--- config.mk ---
export PLATFORM = sky130hd
export DESIGN_NAME = gmii_rx_deframer
export DESIGN_NICKNAME = d
export VERILOG_FILES = /design/src/rtl/gmii_rx_deframer.sv
export SDC_FILE = /design/constraint.sdc
export NUM_CORES = 1
export LEC_CHECK = 0
export ABC_CLOCK_PERIOD_IN_PS = 4500
export CAP_MARGIN = 20
export CORE_MARGIN = 8
export CORE_UTILIZATION = 36
export CTS_CLUSTER_DIAMETER = 50
export DETAILED_ROUTE_END_ITERATION = 10
export PLACE_DENSITY = 0.5
export SETUP_SLACK_MARGIN = 0.02
export SYNTH_ARGS = -nofsm -noshare
export SYNTH_HDL_FRONTEND = slang
export SYNTH_SLANG_ARGS = --single-unit
--- constraint.sdc ---
create_clock -name clk -period 4.5 [get_ports clk]
set_input_delay 0.9 -clock clk [delete_from_list [all_inputs] [get_ports clk]]
set_output_delay 0.9 -clock clk [all_outputs]
set_load 0.03 [all_outputs]
--- src/rtl/gmii_rx_deframer.sv ---
// GMII receive deframer: locks onto preamble/SFD, strips preamble, SFD and FCS,
// checks CRC-32 and frame length, and streams payload bytes with end-of-frame status.
module gmii_rx_deframer #(
    parameter int unsigned MIN_LEN = 64,
    parameter int unsigned MAX_LEN = 1518
) (
    input  logic        clk,
    input  logic        rst_n,
    input  logic        gmii_rx_dv,
    input  logic        gmii_rx_er,
    input  logic [7:0]  gmii_rxd,
    output logic [7:0]  out_data,
    output logic        out_valid,
    output logic        out_last,
    output logic        out_err,
    output logic [15:0] frames_ok,
    output logic [15:0] frames_bad
);
    localparam logic [31:0] CRC_POLY    = 32'hEDB88320;
    localparam logic [31:0] CRC_INIT    = 32'hFFFFFFFF;
    localparam logic [31:0] CRC_RESIDUE = 32'hDEBB20E3;
    localparam logic [7:0]  PRE_BYTE    = 8'h55;
    localparam logic [7:0]  SFD_BYTE    = 8'hD5;
    localparam logic [10:0] LEN_SAT     = 11'h7FF;
    localparam logic [10:0] HOLD_BYTES  = 11'd5;

    typedef enum logic [2:0] {
        WAIT_IDLE,
        IDLE,
        PREAMBLE,
        DATA,
        DROP
    } state_e;

    state_e          state_q, state_d;
    logic [31:0]     crc_q, crc_d;
    logic [10:0]     len_q, len_d;
    logic            err_q, err_d;
    logic [4:0][7:0] dly_q, dly_d;
    logic [7:0]      data_q, data_d;
    logic            valid_q, valid_d;
    logic            last_q, last_d;
    logic            oerr_q, oerr_d;
    logic [15:0]     ok_q, ok_d;
    logic [15:0]     bad_q, bad_d;
    logic [31:0]     len32;
    logic            frame_bad;
    logic            enter_data;

    function automatic logic [31:0] crc_byte(input logic [31:0] crc, input logic [7:0] d);
        logic [31:0] c;
        c = crc ^ {24'd0, d};
        for (int i = 0; i < 8; i++) begin
            c = c[0] ? ((c >> 1) ^ CRC_POLY) : (c >> 1);
        end
        return c;
    endfunction

    assign len32     = {21'd0, len_q};
    assign frame_bad = (crc_q != CRC_RESIDUE) | err_q | (len32 < MIN_LEN) | (len32 > MAX_LEN);

    always_comb begin
        state_d    = state_q;
        crc_d      = crc_q;
        len_d      = len_q;
        err_d      = err_q;
        dly_d      = dly_q;
        data_d     = data_q;
        valid_d    = 1'b0;
        last_d     = 1'b0;
        oerr_d     = 1'b0;
        ok_d       = ok_q;
        bad_d      = bad_q;
        enter_data = 1'b0;

        case (state_q)
            WAIT_IDLE: begin
                if (!gmii_rx_dv) state_d = IDLE;
            end
            IDLE: begin
                if (gmii_rx_dv) begin
                    if (gmii_rxd == PRE_BYTE)      state_d = PREAMBLE;
                    else if (gmii_rxd == SFD_BYTE) enter_data = 1'b1;
                    else                           state_d = DROP;
                end
            end
            PREAMBLE: begin
                if (!gmii_rx_dv) begin
                    bad_d   = bad_q + 16'd1;
                    state_d = IDLE;
                end else if (gmii_rxd == SFD_BYTE) begin
                    enter_data = 1'b1;
                end else if (gmii_rxd != PRE_BYTE) begin
                    state_d = DROP;
                end
            end
            DATA: begin
                // The newest five bytes are held back so the FCS never reaches the output.
                if (gmii_rx_dv) begin
                    crc_d = crc_byte(crc_q, gmii_rxd);
                    if (len_q != LEN_SAT) len_d = len_q + 11'd1;
                    if (gmii_rx_er) err_d = 1'b1;
                    dly_d = {dly_q[3:0], gmii_rxd};
                    if (len_q >= HOLD_BYTES) begin
                        valid_d = 1'b1;
                        data_d  = dly_q[4];
                    end
                end else begin
                    state_d = IDLE;
                    if (len_q >= HOLD_BYTES) begin
                        valid_d = 1'b1;
                        last_d  = 1'b1;
                        data_d  = dly_q[4];
                        oerr_d  = frame_bad;
                        if (frame_bad) bad_d = bad_q + 16'd1;
                        else           ok_d  = ok_q + 16'd1;
                    end else begin
                        bad_d = bad_q + 16'd1;
                    end
                end
            end
            DROP: begin
                if (!gmii_rx_dv) begin
                    bad_d   = bad_q + 16'd1;
                    state_d = IDLE;
                end
            end
            default: state_d = WAIT_IDLE;
        endcase

        if (enter_data) begin
            state_d = DATA;
            crc_d   = CRC_INIT;
            len_d   = 11'd0;
            err_d   = 1'b0;
        end
    end

    always_ff @(posedge clk or negedge rst_n) begin
        if (!rst_n) begin
            state_q <= WAIT_IDLE;
            crc_q   <= CRC_INIT;
            len_q   <= 11'd0;
            err_q   <= 1'b0;
            dly_q   <= '0;
            data_q  <= 8'd0;
            valid_q <= 1'b0;
            last_q  <= 1'b0;
            oerr_q  <= 1'b0;
            ok_q    <= 16'd0;
            bad_q   <= 16'd0;
        end else begin
            state_q <= state_d;
            crc_q   <= crc_d;
            len_q   <= len_d;
            err_q   <= err_d;
            dly_q   <= dly_d;
            data_q  <= data_d;
            valid_q <= valid_d;
            last_q  <= last_d;
            oerr_q  <= oerr_d;
            ok_q    <= ok_d;
            bad_q   <= bad_d;
        end
    end

    assign out_data   = data_q;
    assign out_valid  = valid_q;
    assign out_last   = last_q;
    assign out_err    = oerr_q;
    assign frames_ok  = ok_q;
    assign frames_bad = bad_q;
endmodule

==> results of run 1 <==
-- final timing paths --
kind	to	slack, ns	depth (start not counted)
worst min-delay path	dly_q[27]	0.46	2
max in group asynchronous	crc_q[26]	3.02	2
min in group asynchronous	dly_q[37]	0.58	1
worst max register to register	frames_bad[1]	1.80	5
worst max-delay path	crc_q[19]	1.73	7
worst min register to register	dly_q[27]	0.46	2
-- layer usage --
layer	GRT usage, %	part of all wire, %
met1	18.4	49
met2	21.2	46
met3	3.46	4.0
met4	5.05	1.3
met5	0	0
-- critical path, stage by stage --
cell and delay (ns):
clkdlybuf4s50_1 0.48, nand4b_1 0.22, nor4b_2 0.67, and3_1 0.27, buf_4 0.33, nor3_1 0.08
a21oi_1 0.14
-- cells in the final DEF (no fill, tap or decap), types with 2 or more instances in the layout --
master / count
and3_1: 4
xnor2_1: 63
nor2b_1: 2
xnor2_2: 6
nand2_1: 148
dfstp_2: 32
inv_1: 7
nor3_1: 40
xor2_1: 39
buf_4: 5
a31oi_1: 3
and4b_1: 2
dfrtp_1: 98
and2_1: 5
and4_1: 2
nor4_1: 10
nand4_1: 9
clkinv_2: 4
nand4b_1: 6
buf_12: 2
nor3_2: 2
bufinv_16: 2
mux2_2: 10
clkbuf_16: 17
a21oi_1: 33
clkinvlp_4: 3
o21ai_0: 15
ha_1: 4
clkdlybuf4s50_1: 53
clkbuf_1: 4
nand3_1: 23
nor2_1: 19
-- sequential cells by signal, indices dropped and copies added (netlist names) --
register,cells
crc_q,32
dly_q,40
err_q,1
frames_bad,16
frames_ok,16
len_q,11
out_data,8
out_err,1
out_last,1
out_valid,1
state_q,3
-- logic make-up after synthesis --
| kind of cell | after synthesis | synth area share [%] |
|---|---|---|
| adders and majority gates | 4 | 0.795 |
| and+or+nand+nor | 284 | 21.7 |
| muxes | 11 | 1.95 |
| buffers and inverters | 32 | 2.11 |
| xor gates and xnor gates | 108 | 15.7 |
| AOI/OAI and AO/OA | 59 | 5.46 |
| DFF | 130 | 52.3 |
-- final cells by class --
cell class	count	share of cell area (%)
flip-flops and latches	130	43.0
multi-input cells	466	37.6
repair buffers	60	7.95
clock buffers	22	5.93
well taps	225	3.68
clock inverters	10	1.45
inverters	7	0.343
-- per-stage QoR --
stage | area [sq um] | instances | hold WS (ns)
floorplan | 6300 | 628 | 0.439
global placement | 7090 | 888 | 0.448
detailed placement | 7090 | 888 | 0.452
CTS | 7650 | 920 | 0.468
finish | 7650 | 920 | 0.464
global route | 7650 | 920 | 0.484
-- where the power goes --
part | switching, uW | internal, uW | leakage (uW)
combinational | 280 | 238 | 0.00143
clock | 491 | 825 | 0.000270
sequential | 68.4 | 1240 | 0.00167
==> flow_metrics.py, run 1 <==
metrics = {
    "synthesis": {
        "synth-main-ff-cell": "dfrtp_1",
        "yosysTopAreaCellShare_pct": 38.9,
        "yosysTopAreaCell": "dfrtp_1",
        "synth_area_per_cell_sq_um": 10.0,
        "synth_warnings": 0,
        "async_flop_share_pct": 100,
        "syn_nets": 644,
        "seq_area_frac_synth_pct": 52.3,
        "syn_inst": 628,
        "ys_ff_latch": 130,
        "yosysUniqueCellTypes": 48,
        "ys_top_cells_by_area": "dfrtp_1 39%, dfstp_2 13%, nand2_1 8.8%",
        "syn_area_sq_um": 6300,
        "netlist_top_cells_count": "148 x nand2_1, 98 x dfrtp_1, 63 x xnor2_1, 40 x nor3_1, 39 x xor2_1",
        "yosys.cell_count.top_type": "nand2_1",
        "synth-edff-count": 0,
    },
    "route": {
        "ant_nets": 0,
        "wirelength_mm": 14.3,
        "dr.pass1.iters": 5,
        "wl_per_cell_um": 15.6,
        "drt-initial-drc-count": 184,
        "vias": 4566,
        "vias_per_cell": 4.96,
        "drc_errors": 0,
    },
    "place": {
        "dpl_worst_slack_ns": 1.35,
        "io_buffers": 54,
        "dp_hpwl_mm": 9.82,
        "place.gp.congestion": 0.851,
    },
    "timing": {
        "slew_viol_final": 0,
        "setup_ws_ns": 1.73,
        "fmax_mhz": 361,
        "fin_tns_setup_ns": 0,
        "slew_headroom_pct": 43.1,
        "setup_viol": 0,
        "finalClockSkew_ns": 0.00626,
        "rsz0062_at_grt": "false",
        "fin_crit_sh_pct": 61.6,
        "tightestPinTransition_ns": 0.853,
        "min_period_ns": 2.77,
        "hold_viol": 0,
    },
    "hold_path": {
        "holdCritPathClass": "reg -> reg",
        "hold_path_startpoint": "dly_q[19]",
    },
    "clock_tree": {
        "clock_sinks": 130,
        "cts.clk_slew.worst_paths_ns": 0.06,
        "cts.htree.levels": 4,
        "cts_tree": "built",
        "cts_max_path_buffers": 2,
        "root_buffer": "clkbuf_16",
        "ctsResizeCount": 0,
        "insertion_delay_ns": 0.42,
        "numCtsBuffers": 17,
        "cts_hold_buf": 0,
        "post-cts-setup-buffers": 0,
    },
    "cells_and_area": {
        "fillerInstances": 1707,
        "layout-drive-gt1-share_pct": 13.4,
        "final_core_util_pct": 44.6,
        "fin_nets": 698,
        "regArea_sq_um": 3290,
        "area_growth_pct": 21.5,
        "multi_input_area_sq_um": 2880,
        "n_antenna_cell": 0,
    },
    "power": {
        "total_power_uw": 3150,
        "leakagePower_uw": 0.00336,
        "power_density_nw_per_um2": 411,
        "peakVddDrop_mv": 0.263,
    },
    "status": {
        "status": "finished clean",
    },
    "worst_setup_path": {
        "end_kind": "register",
        "startpoint_type": "primary input",
        "reg2reg_from": "crc_q[31]",
        "worst_ep_arrival_time_ns": 3.11,
        "crit_start": "gmii_rxd[5]",
        "critPathKind": "in -> reg",
        "required_ns": 4.84,
        "worstPathMaxFanout": 31,
    },
    "die": {
        "fp.dieH_um": 148,
        "initial_core_util_pct": 36.7,
        "fp-row-count": 48,
        "ios": 55,
        "die_x_um": 148,
        "fp.dieArea_sq_um": 22000,
        "core-area_sq_um": 17200,
    },
    "global_routing": {
        "grt.total_usage_pct": 13.8,
        "antenna_found_initial": 0,
        "grt_pass1_wl_mm": 24.2,
        "grt_pass1_vias": 4680,
        "grt_max_degree": 79,
        "grt_overflow": 0,
    },
    "flow_run": {
        "drv_cap": 0,
    },
}
(Power assumes the default switching activity.)
==> run 2, diff against run 1 <==
ABC_CLOCK_PERIOD_IN_PS = 2800   (was 4500)
clock period = 2.8 ns   (was 4.5 ns; I/O delays follow)
==> flow_metrics.py, run 2 (synthesized netlist as in run 1, its figures left out) <==
metrics = {
    "clock_tree": {
        "cts_hold_buf": 0,
        "ctsResizeCount": 0,
        "cts.htree.levels": 4,
        "cts_tree": "built",
        "root_buffer": "clkbuf_16",
        "post-cts-setup-buffers": 0,
        "cts.clk_slew.worst_paths_ns": 0.06,
        "insertion_delay_ns": 0.42,
        "clock_sinks": 130,
        "cts_max_path_buffers": 2,
        "numCtsBuffers": 17,
    },
    "route": {
        "vias_per_cell": 4.98,
        "drt-initial-drc-count": 324,
        "wl_per_cell_um": 16.2,
        "wirelength_mm": 15.0,
        "drc_errors": 0,
        "ant_nets": 0,
        "dr.pass1.iters": 5,
        "vias": 4627,
    },
    "die": {
        "die_x_um": 148,
        "fp.dieArea_sq_um": 22000,
        "fp.dieH_um": 148,
        "fp-row-count": 48,
        "initial_core_util_pct": 36.7,
        "core-area_sq_um": 17200,
        "ios": 55,
    },
    "worst_setup_path": {
        "critPathSlowestCell": "dfstp_2",
        "critPathKind": "reg -> reg",
        "worst_ep_arrival_time_ns": 2.69,
        "cp_cell_sequence": "nand4b_1 -> nor4_1 -> buf_4 -> nand3_2 -> o21ai_2 -> buf_4 -> mux2_2",
        "cp_top_family": "simple AND/OR/NAND/NOR gates",
        "worstPathMaxFanout": 16,
        "crit_top_cell": "buf_4",
        "path_buf_inv": 2,
        "startpoint_type": "register",
        "cpPeakStageDelay_ns": 0.59,
        "required_ns": 3.10,
        "end_kind": "register",
    },
    "flow_run": {
        "drv_cap": 0,
    },
    "cells_and_area": {
        "final_common_cell": "nand2_1",
        "top_register": "dly_q",
        "fin_nets": 708,
        "layout-drive-gt1-share_pct": 15.2,
        "largestRegisters": "dly_q (40), crc_q (32)",
        "largest_reg_flops": 40,
        "final_cell_mix": "148 x nand2_1, 98 x dfrtp_1, 63 x xnor2_1, 53 x clkdlybuf4s50_1, 40 x nor3_1",
        "n_antenna_cell": 0,
        "area_growth_pct": 23.6,
        "fillerInstances": 1660,
    },
    "timing": {
        "setup_ws_ns": 0.414,
        "fin_tns_setup_ns": 0,
        "hold_viol": 0,
        "setup_viol": 0,
        "min_period_ns": 2.39,
        "slew_headroom_pct": 57.6,
        "rsz0062_at_grt": "false",
        "fin_crit_sh_pct": 85.2,
        "fmax_mhz": 419,
        "finalClockSkew_ns": 0.00580,
        "slew_viol_final": 0,
        "tightestPinTransition_ns": 0.631,
    },
    "power": {
        "peakVddDrop_mv": 0.421,
        "total_power_uw": 5240,
        "power_density_nw_per_um2": 673,
        "leakagePower_uw": 0.00344,
    },
    "global_routing": {
        "grt_overflow": 0,
        "antenna_found_initial": 1,
        "grt_pass1_wl_mm": 25.5,
        "grt_max_degree": 100,
        "grt_pass1_vias": 4740,
        "grt.total_usage_pct": 14.6,
    },
    "hold_path": {
        "holdCritPathClass": "in -> async",
    },
    "status": {
        "status": "finished clean",
    },
    "place": {
        "io_buffers": 54,
        "place.gp.congestion": 0.792,
        "dp_hpwl_mm": 10.4,
        "dpl_worst_slack_ns": 0.116,
    },
}
-- run 2: area by class of cell --
| cell class | count | area (sq um) | area share, % |
|---|---|---|---|
| Timing Repair Buffer | 70 | 696 | 8.94 |
| Multi-Input combinational cell | 466 | 2880 | 37.0 |
| Inverter | 7 | 26.3 | 0.338 |
| Tap cell | 225 | 282 | 3.62 |
| Clock buffer | 17 | 425 | 5.47 |
| Sequential cell | 130 | 3290 | 42.3 |
| Clock inverter | 15 | 181 | 2.33 |
-- run 2: per-stage QoR --
step	cells	hold slack, ns	util [%]	area, sq um
final	930	0.119	45.3	7780
after global routing	930	0.156	45.3	7780
after CTS	930	0.134	45.3	7780
after detailed placement	898	0.451	41.8	7180
after global placement	898	0.450	41.8	7180
after floorplan	628	0.264	-	6300
-- run 2: worst paths after layout --
path / end / cells past startpoint / start / slack [ns]
worst max-delay path: frames_bad[1] / 7 / crc_q[30] / 0.41
worst min-delay path: out_data[5] / 1 / rst_n / 0.12
worst max register to register: frames_bad[1] / 7 / crc_q[30] / 0.41
worst min register to register: dly_q[19] / 2 / dly_q[11] / 0.46
max in group asynchronous: crc_q[9] / 2 / rst_n / 1.88
min in group clk: dly_q[19] / 2 / dly_q[11] / 0.46
-- run 2: per-layer routing --
layer | up-vias | GRT usage, % | wire [um]
met4 | 2 | 4.95 | 187
met5 | - | 0 | 13
met3 | 19 | 4.01 | 758
li1 | 2247 | - | -
met2 | 99 | 22.6 | 7020
met1 | 2260 | 19.4 | 7050
-- run 2: power breakdown --
part / total, uW / switching [uW] / internal, uW
logic: 841 / 454 / 387
clock network: 2290 / 881 / 1410
registers: 2110 / 113 / 2000
-- run 2: worst reg2reg max path, cell delays in order, from the launching register on --
cell and delay [ns]:
dfstp_2 0.59, nand4b_1 0.12, nor4_1 0.53, buf_4 0.21, nand3_2 0.07, o21ai_2 0.15
buf_4 0.24, mux2_2 0.36
